==> src/rtl/gpr_pkg.sv <==
// Shared GPR definitions for the writeback path.
package gpr_pkg;

    localparam int GPR_DATA_W = 16;
    localparam int GPR_ADDR_W = 3;
    localparam int GPR_COUNT  = 8;

    typedef logic [GPR_ADDR_W-1:0] gpr_addr_t;
    typedef logic [GPR_DATA_W-1:0] gpr_data_t;

endpackage

==> src/rtl/rr_arbiter.sv <==
// Combinational round-robin picker: first request at or after ptr_i wins.
module rr_arbiter #(
    parameter int N  = 3,
    parameter int PW = (N > 1) ? $clog2(N) : 1
) (
    input  logic [N-1:0]  req_i,
    input  logic [PW-1:0] ptr_i,
    input  logic          en_i,
    output logic [N-1:0]  grant_o,
    output logic [PW-1:0] idx_o,
    output logic          valid_o
);

    int          j;
    logic [PW-1:0] jj;

    always_comb begin
        grant_o = '0;
        idx_o   = '0;
        valid_o = 1'b0;
        j       = 0;
        jj      = '0;
        for (int k = 0; k < N; k++) begin
            j  = (int'(ptr_i) + k) % N;
            jj = PW'(j);
            if (en_i && !valid_o && req_i[jj]) begin
                grant_o[jj] = 1'b1;
                idx_o       = jj;
                valid_o     = 1'b1;
            end
        end
    end

endmodule

==> src/rtl/gpr_write_arbiter.sv <==
// Round-robin share of the GPR write port with a registered output stage.
// GPR_R0_ZERO_EN: accept dest=0 writes but never pulse the write enable.
module gpr_write_arbiter
    import gpr_pkg::*;
#(
    parameter int NUM_REQ = 3,
    parameter int DATA_W  = GPR_DATA_W,
    parameter int ADDR_W  = GPR_ADDR_W,
    parameter int CNT_W   = 16
) (
    input  logic                      clk,
    input  logic                      reset_n,
    input  logic [NUM_REQ-1:0]        req_valid,
    output logic [NUM_REQ-1:0]        req_ready,
    input  logic [NUM_REQ*ADDR_W-1:0] req_dest,
    input  logic [NUM_REQ*DATA_W-1:0] req_data,
    input  logic                      wr_stall,
    output logic                      reg_write_en,
    output logic [ADDR_W-1:0]         reg_write_dest,
    output logic [DATA_W-1:0]         reg_write_data,
    output logic [2**ADDR_W-1:0]      pend_mask,
    output logic [CNT_W-1:0]          contention_cnt,
    input  logic                      clr_cnt
);

    localparam int PW   = (NUM_REQ > 1) ? $clog2(NUM_REQ) : 1;
    localparam int NREG = 2**ADDR_W;

    logic [PW-1:0]     rr_ptr_q, rr_ptr_d;
    logic              en_q, en_d;
    logic [ADDR_W-1:0] dest_q, dest_d;
    logic [DATA_W-1:0] data_q, data_d;
    logic [NREG-1:0]   pend_q, pend_d;
    logic [CNT_W-1:0]  cnt_q, cnt_d;

    logic [NUM_REQ-1:0] grant;
    logic [PW-1:0]      g_idx;
    logic               g_vld;
    logic [ADDR_W-1:0]  acc_dest;
    logic [DATA_W-1:0]  acc_data;
    logic               wr_ok;

    rr_arbiter #(.N(NUM_REQ), .PW(PW)) u_arb (
        .req_i   (req_valid),
        .ptr_i   (rr_ptr_q),
        .en_i    (reset_n && !wr_stall),
        .grant_o (grant),
        .idx_o   (g_idx),
        .valid_o (g_vld)
    );

    assign req_ready = grant;
    assign acc_dest  = req_dest[int'(g_idx)*ADDR_W +: ADDR_W];
    assign acc_data  = req_data[int'(g_idx)*DATA_W +: DATA_W];

`ifdef GPR_R0_ZERO_EN
    assign wr_ok = (acc_dest != '0);
`else
    assign wr_ok = 1'b1;
`endif

    always_comb begin
        rr_ptr_d = rr_ptr_q;
        en_d     = 1'b0;
        dest_d   = dest_q;
        data_d   = data_q;
        pend_d   = '0;
        cnt_d    = cnt_q;
        if (g_vld) begin
            rr_ptr_d = (int'(g_idx) == NUM_REQ-1) ? '0 : g_idx + 1'b1;
            en_d     = wr_ok;
            dest_d   = acc_dest;
            data_d   = acc_data;
            if (wr_ok)
                pend_d = {{(NREG-1){1'b0}}, 1'b1} << acc_dest;
        end
        // clear beats increment; increment saturates at all-ones
        if (clr_cnt)
            cnt_d = '0;
        else if ($countones(req_valid) >= 2 && !wr_stall && cnt_q != '1)
            cnt_d = cnt_q + 1'b1;
    end

    always_ff @(posedge clk) begin
        if (!reset_n) begin
            rr_ptr_q <= '0;
            en_q     <= 1'b0;
            dest_q   <= '0;
            data_q   <= '0;
            pend_q   <= '0;
            cnt_q    <= '0;
        end else begin
            rr_ptr_q <= rr_ptr_d;
            en_q     <= en_d;
            dest_q   <= dest_d;
            data_q   <= data_d;
            pend_q   <= pend_d;
            cnt_q    <= cnt_d;
        end
    end

    assign reg_write_en   = en_q;
    assign reg_write_dest = dest_q;
    assign reg_write_data = data_q;
    assign pend_mask      = pend_q;
    assign contention_cnt = cnt_q;

endmodule

==> config.mk <==
export PLATFORM = sky130hd
export DESIGN_NAME = gpr_write_arbiter
export DESIGN_NICKNAME = d
export VERILOG_FILES = /design/src/rtl/gpr_pkg.sv /design/src/rtl/rr_arbiter.sv /design/src/rtl/gpr_write_arbiter.sv
export SDC_FILE = /design/constraint.sdc
export NUM_CORES = 1
export LEC_CHECK = 0
export CAP_MARGIN = 20
export CORE_MARGIN = 5
export CORE_UTILIZATION = 38
export CTS_CLUSTER_DIAMETER = 40
export CTS_CLUSTER_SIZE = 30
export DETAILED_ROUTE_END_ITERATION = 6
export PLACE_DENSITY = 0.86
export SLEW_MARGIN = 5
export SYNTH_ARGS = -nofsm -noshare
export SYNTH_HDL_FRONTEND = slang
export SYNTH_HIERARCHICAL = 1
export SYNTH_SLANG_ARGS = --single-unit
==> constraint.sdc <==
create_clock -name clk -period 3.1 [get_ports clk]
set_input_delay 0.62 -clock clk [delete_from_list [all_inputs] [get_ports clk]]
set_output_delay 0.62 -clock clk [all_outputs]
set_load 0.01 [all_outputs]
==> impl_metrics.json, run 1 <==
{
  "status": "finished, final reports clean",
  "final_cell_mix": "105 x clkdlybuf4s50_1, 46 x dfxtp_1, 30 x nand2_1",
  "grtUsageMet1_pct": 21.2,
  "place_area_um2": 3800,
  "seq_area_frac_synth_pct": 36.9,
  "crit_type": "flop to primary output",
  "path_clk_slew_ns": 0.09,
  "route.vias.total": 2674,
  "utilization_pct": 61.3,
  "drv_slew": 0,
  "dieArea_um2": 8300,
  "finalHoldViolCount": 0,
  "clk_path_buf_depth": 2,
  "grt_max_degree": 40,
  "globalplace.congestion": 0.915,
  "dp.cells": 486,
  "drcViolationCount": 0,
  "clk_latency_ns": 0.29,
  "syn_area_um2": 2500,
  "timing.fmax_ghz": 0.336,
  "synth_edf_count": 0,
  "final_common_cell": "clkdlybuf4s50_1",
  "fin_cells": 494,
  "synth_ff_type": "dfxtp_1",
  "syn_area_per_cell_um2": 8.53,
  "required_ns": 2.48,
  "grt.met3_usage_pct": 3.55,
  "path_max_fanout": 4,
  "vias_per_cell": 5.41,
  "num_antenna_cells": 0,
  "holdCritPathClass": "flop to flop",
  "numCtsBuffers": 5,
  "crit_arrival_ns": 2.35,
  "period_needed_ns": 2.97,
  "syn-num-nets": 363,
  "ir_worst_vdd_v": 0.000220,
  "ant_nets": 0,
  "setup_tns_ns": 0,
  "drt_pre_antenna_iters": 4,
  "grt_pass1_vias": 2699,
  "end_kind": "primary output",
  "relSlewSlack_pct": 42.5,
  "ys_ff_latch": 46,
  "dp_hpwl_mm": 6.02,
  "grt-ovfl-total": 0,
  "grtUsageMet2_pct": 32.9,
  "rows": 29,
  "grt_use_total_pct": 18.1,
  "port_buffers": 110,
  "synth_cell_types": 50,
  "rsz0062_at_grt": "false",
  "netlist_instances": 293,
  "die_h_um": 91.1,
  "p_total_uw": 1360,
  "die_w_um": 91.1,
  "p_leak_uw": 0.00150,
  "layout-drive-gt1-share_pct": 10.8,
  "p_per_area_nw_per_um2": 348,
  "io-pin-count": 111,
  "wl_per_cell_um": 15.4,
  "area_growth_pct": 56.8,
  "grt_pass1_wl_mm": 12.7,
  "drt-initial-drc-count": 147,
  "skew_ns": 0.00729,
  "busiest_layer": "met2",
  "yosysWarnings": 6,
  "cts-htree-levels": 2,
  "setup_viol": 0,
  "core_area_um2": 6390,
  "finish.instance_area_um2": 3920,
  "cts_sinks": 46,
  "wl_mm": 7.63,
  "cts-root-buf": "clkbuf_8",
  "synthArstFlopShare_pct": 0,
  "start_kind": "flop",
  "finalCritPeriodShare_pct": 95.9,
  "drv_cap": 0,
  "grt_antenna_before_repair": 0,
  "fin_nets": 486,
  "initial_utilization_pct": 39.1,
  "cts_tree": "built",
  "worstMarginPinSlew_ns": 0.855
}
-- report_power, final --
part | switching [uW] | internal, uW
clock | 203 | 185
combinational | 145 | 201
sequential | 14.3 | 616
total | 362 | 1000
-- what timing repair did --
item | CTS | global route
resized for setup | 4 | 7
setup buffers | 0 | 0
setup endpoints to repair | 2 | 3
hold buffers | 0 | 0
-- metal layers --
layer  up-vias  routed length, um
li1       1334                  -
met1      1252               3130
met2        77               3920
met3        11                431
met4         0                150
met5         -                  0
-- final timing paths --
kind | from | end | slack [ns] | cells past startpoint
max | rr_ptr_q[1]$_SDFFE_PN0P_ | req_ready[0] | 0.13 | 7
min | reg_write_data[14]$_SDFFE_PN0P_ | reg_write_data[14]$_SDFFE_PN0P_ | 0.48 | 1
min reg2reg | reg_write_data[14]$_SDFFE_PN0P_ | reg_write_data[14]$_SDFFE_PN0P_ | 0.48 | 1
max reg2reg | rr_ptr_q[1]$_SDFFE_PN0P_ | reg_write_data[10]$_SDFFE_PN0P_ | 0.28 | 12
-- sequential cells by signal (all words and copies together), names as in the netlist --
register	cells
contention_cnt	16
reg_write_data	16
pend_mask	8
reg_write_dest	3
rr_ptr_q	2
reg_write_en	1
-- worst max-delay path, cell delays in order, from the launching register on --
cell	delay (ns)
dfxtp_1	0.39
inv_1	0.08
ha_1	0.21
mux2_4	0.33
o2bb2ai_2	0.14
or4_1	0.46
a31oi_1	0.17
dlygate4sd2_1	0.28
-- cell usage after synthesis, types with 2 or more instances --
| master | instances | area, um^2 |
|---|---|---|
| a22o_1 | 5 | 43.8 |
| dfxtp_1 | 46 | 921 |
| nor2_1 | 26 | 97.6 |
| buf_1 | 3 | 11.3 |
| o2111a_1 | 2 | 22.5 |
| nand2b_1 | 4 | 25.0 |
| a31oi_1 | 6 | 37.5 |
| nand2_1 | 30 | 113 |
| nor4_1 | 5 | 31.3 |
| a311oi_1 | 2 | 17.5 |
| a2bb2oi_1 | 2 | 17.5 |
| nand4_1 | 3 | 18.8 |
| inv_1 | 11 | 41.3 |
| mux2i_1 | 21 | 210 |
| clkbuf_1 | 10 | 37.5 |
| nor3_1 | 7 | 35.0 |
| a22oi_1 | 5 | 37.5 |
| or2_2 | 2 | 12.5 |
| nand3_1 | 5 | 25.0 |
| a211oi_1 | 5 | 37.5 |
| o211ai_1 | 8 | 60.1 |
| o211a_1 | 9 | 90.1 |
| nor2b_1 | 6 | 37.5 |
| buf_2 | 3 | 15.0 |
| and4_1 | 3 | 26.3 |
| and3_1 | 2 | 12.5 |
| or4_1 | 3 | 22.5 |
| ha_1 | 6 | 75.1 |
| nand3b_1 | 3 | 22.5 |
| o21ai_0 | 8 | 40.0 |
| o31ai_1 | 3 | 22.5 |
| a21oi_1 | 21 | 105 |
-- cell type report --
| class | count | area, um^2 |
|---|---|---|
| clock inverter | 1 | 8.76 |
| timing repair buffer | 132 | 1270 |
| clock buffer | 7 | 86.3 |
| inverter | 11 | 41.3 |
| tap | 77 | 96.3 |
| sequential | 46 | 921 |
| fill | 579 | 2470 |
| multi-input combinational | 220 | 1490 |
-- cell families (layout without fill, tap and decap cells) --
logic type	count (synthesis)	after routing	share of synthesized area, %
compound gates	84	84	24.3
fa+ha+maj	6	6	3.00
buf+inv	27	151	4.21
flops	46	46	36.9
mux	22	22	9.01
simple gates	108	108	22.6
-- per-stage QoR --
step	hold slack [ns]	setup WS (ns)
floorplan	0.466	0.0730
global route	0.508	0.0142
CTS	0.491	0.00507
global placement	0.459	-0.243
finish	0.485	0.126
detailed placement	0.465	-0.311
Note: power is estimated with default switching activity, not from simulation.
==> run 2: changes to the inputs <==
--- a/config.mk
+++ b/config.mk
@@ -11,6 +11,7 @@
 export CTS_CLUSTER_DIAMETER = 40
 export CTS_CLUSTER_SIZE = 30
 export DETAILED_ROUTE_END_ITERATION = 6
+export GPL_TIMING_DRIVEN = 1
 export PLACE_DENSITY = 0.86
 export SLEW_MARGIN = 5
 export SYNTH_ARGS = -nofsm -noshare
==> results of run 2 <==
Same layout as run 1: the final DEF is identical, and so are final timing and power.
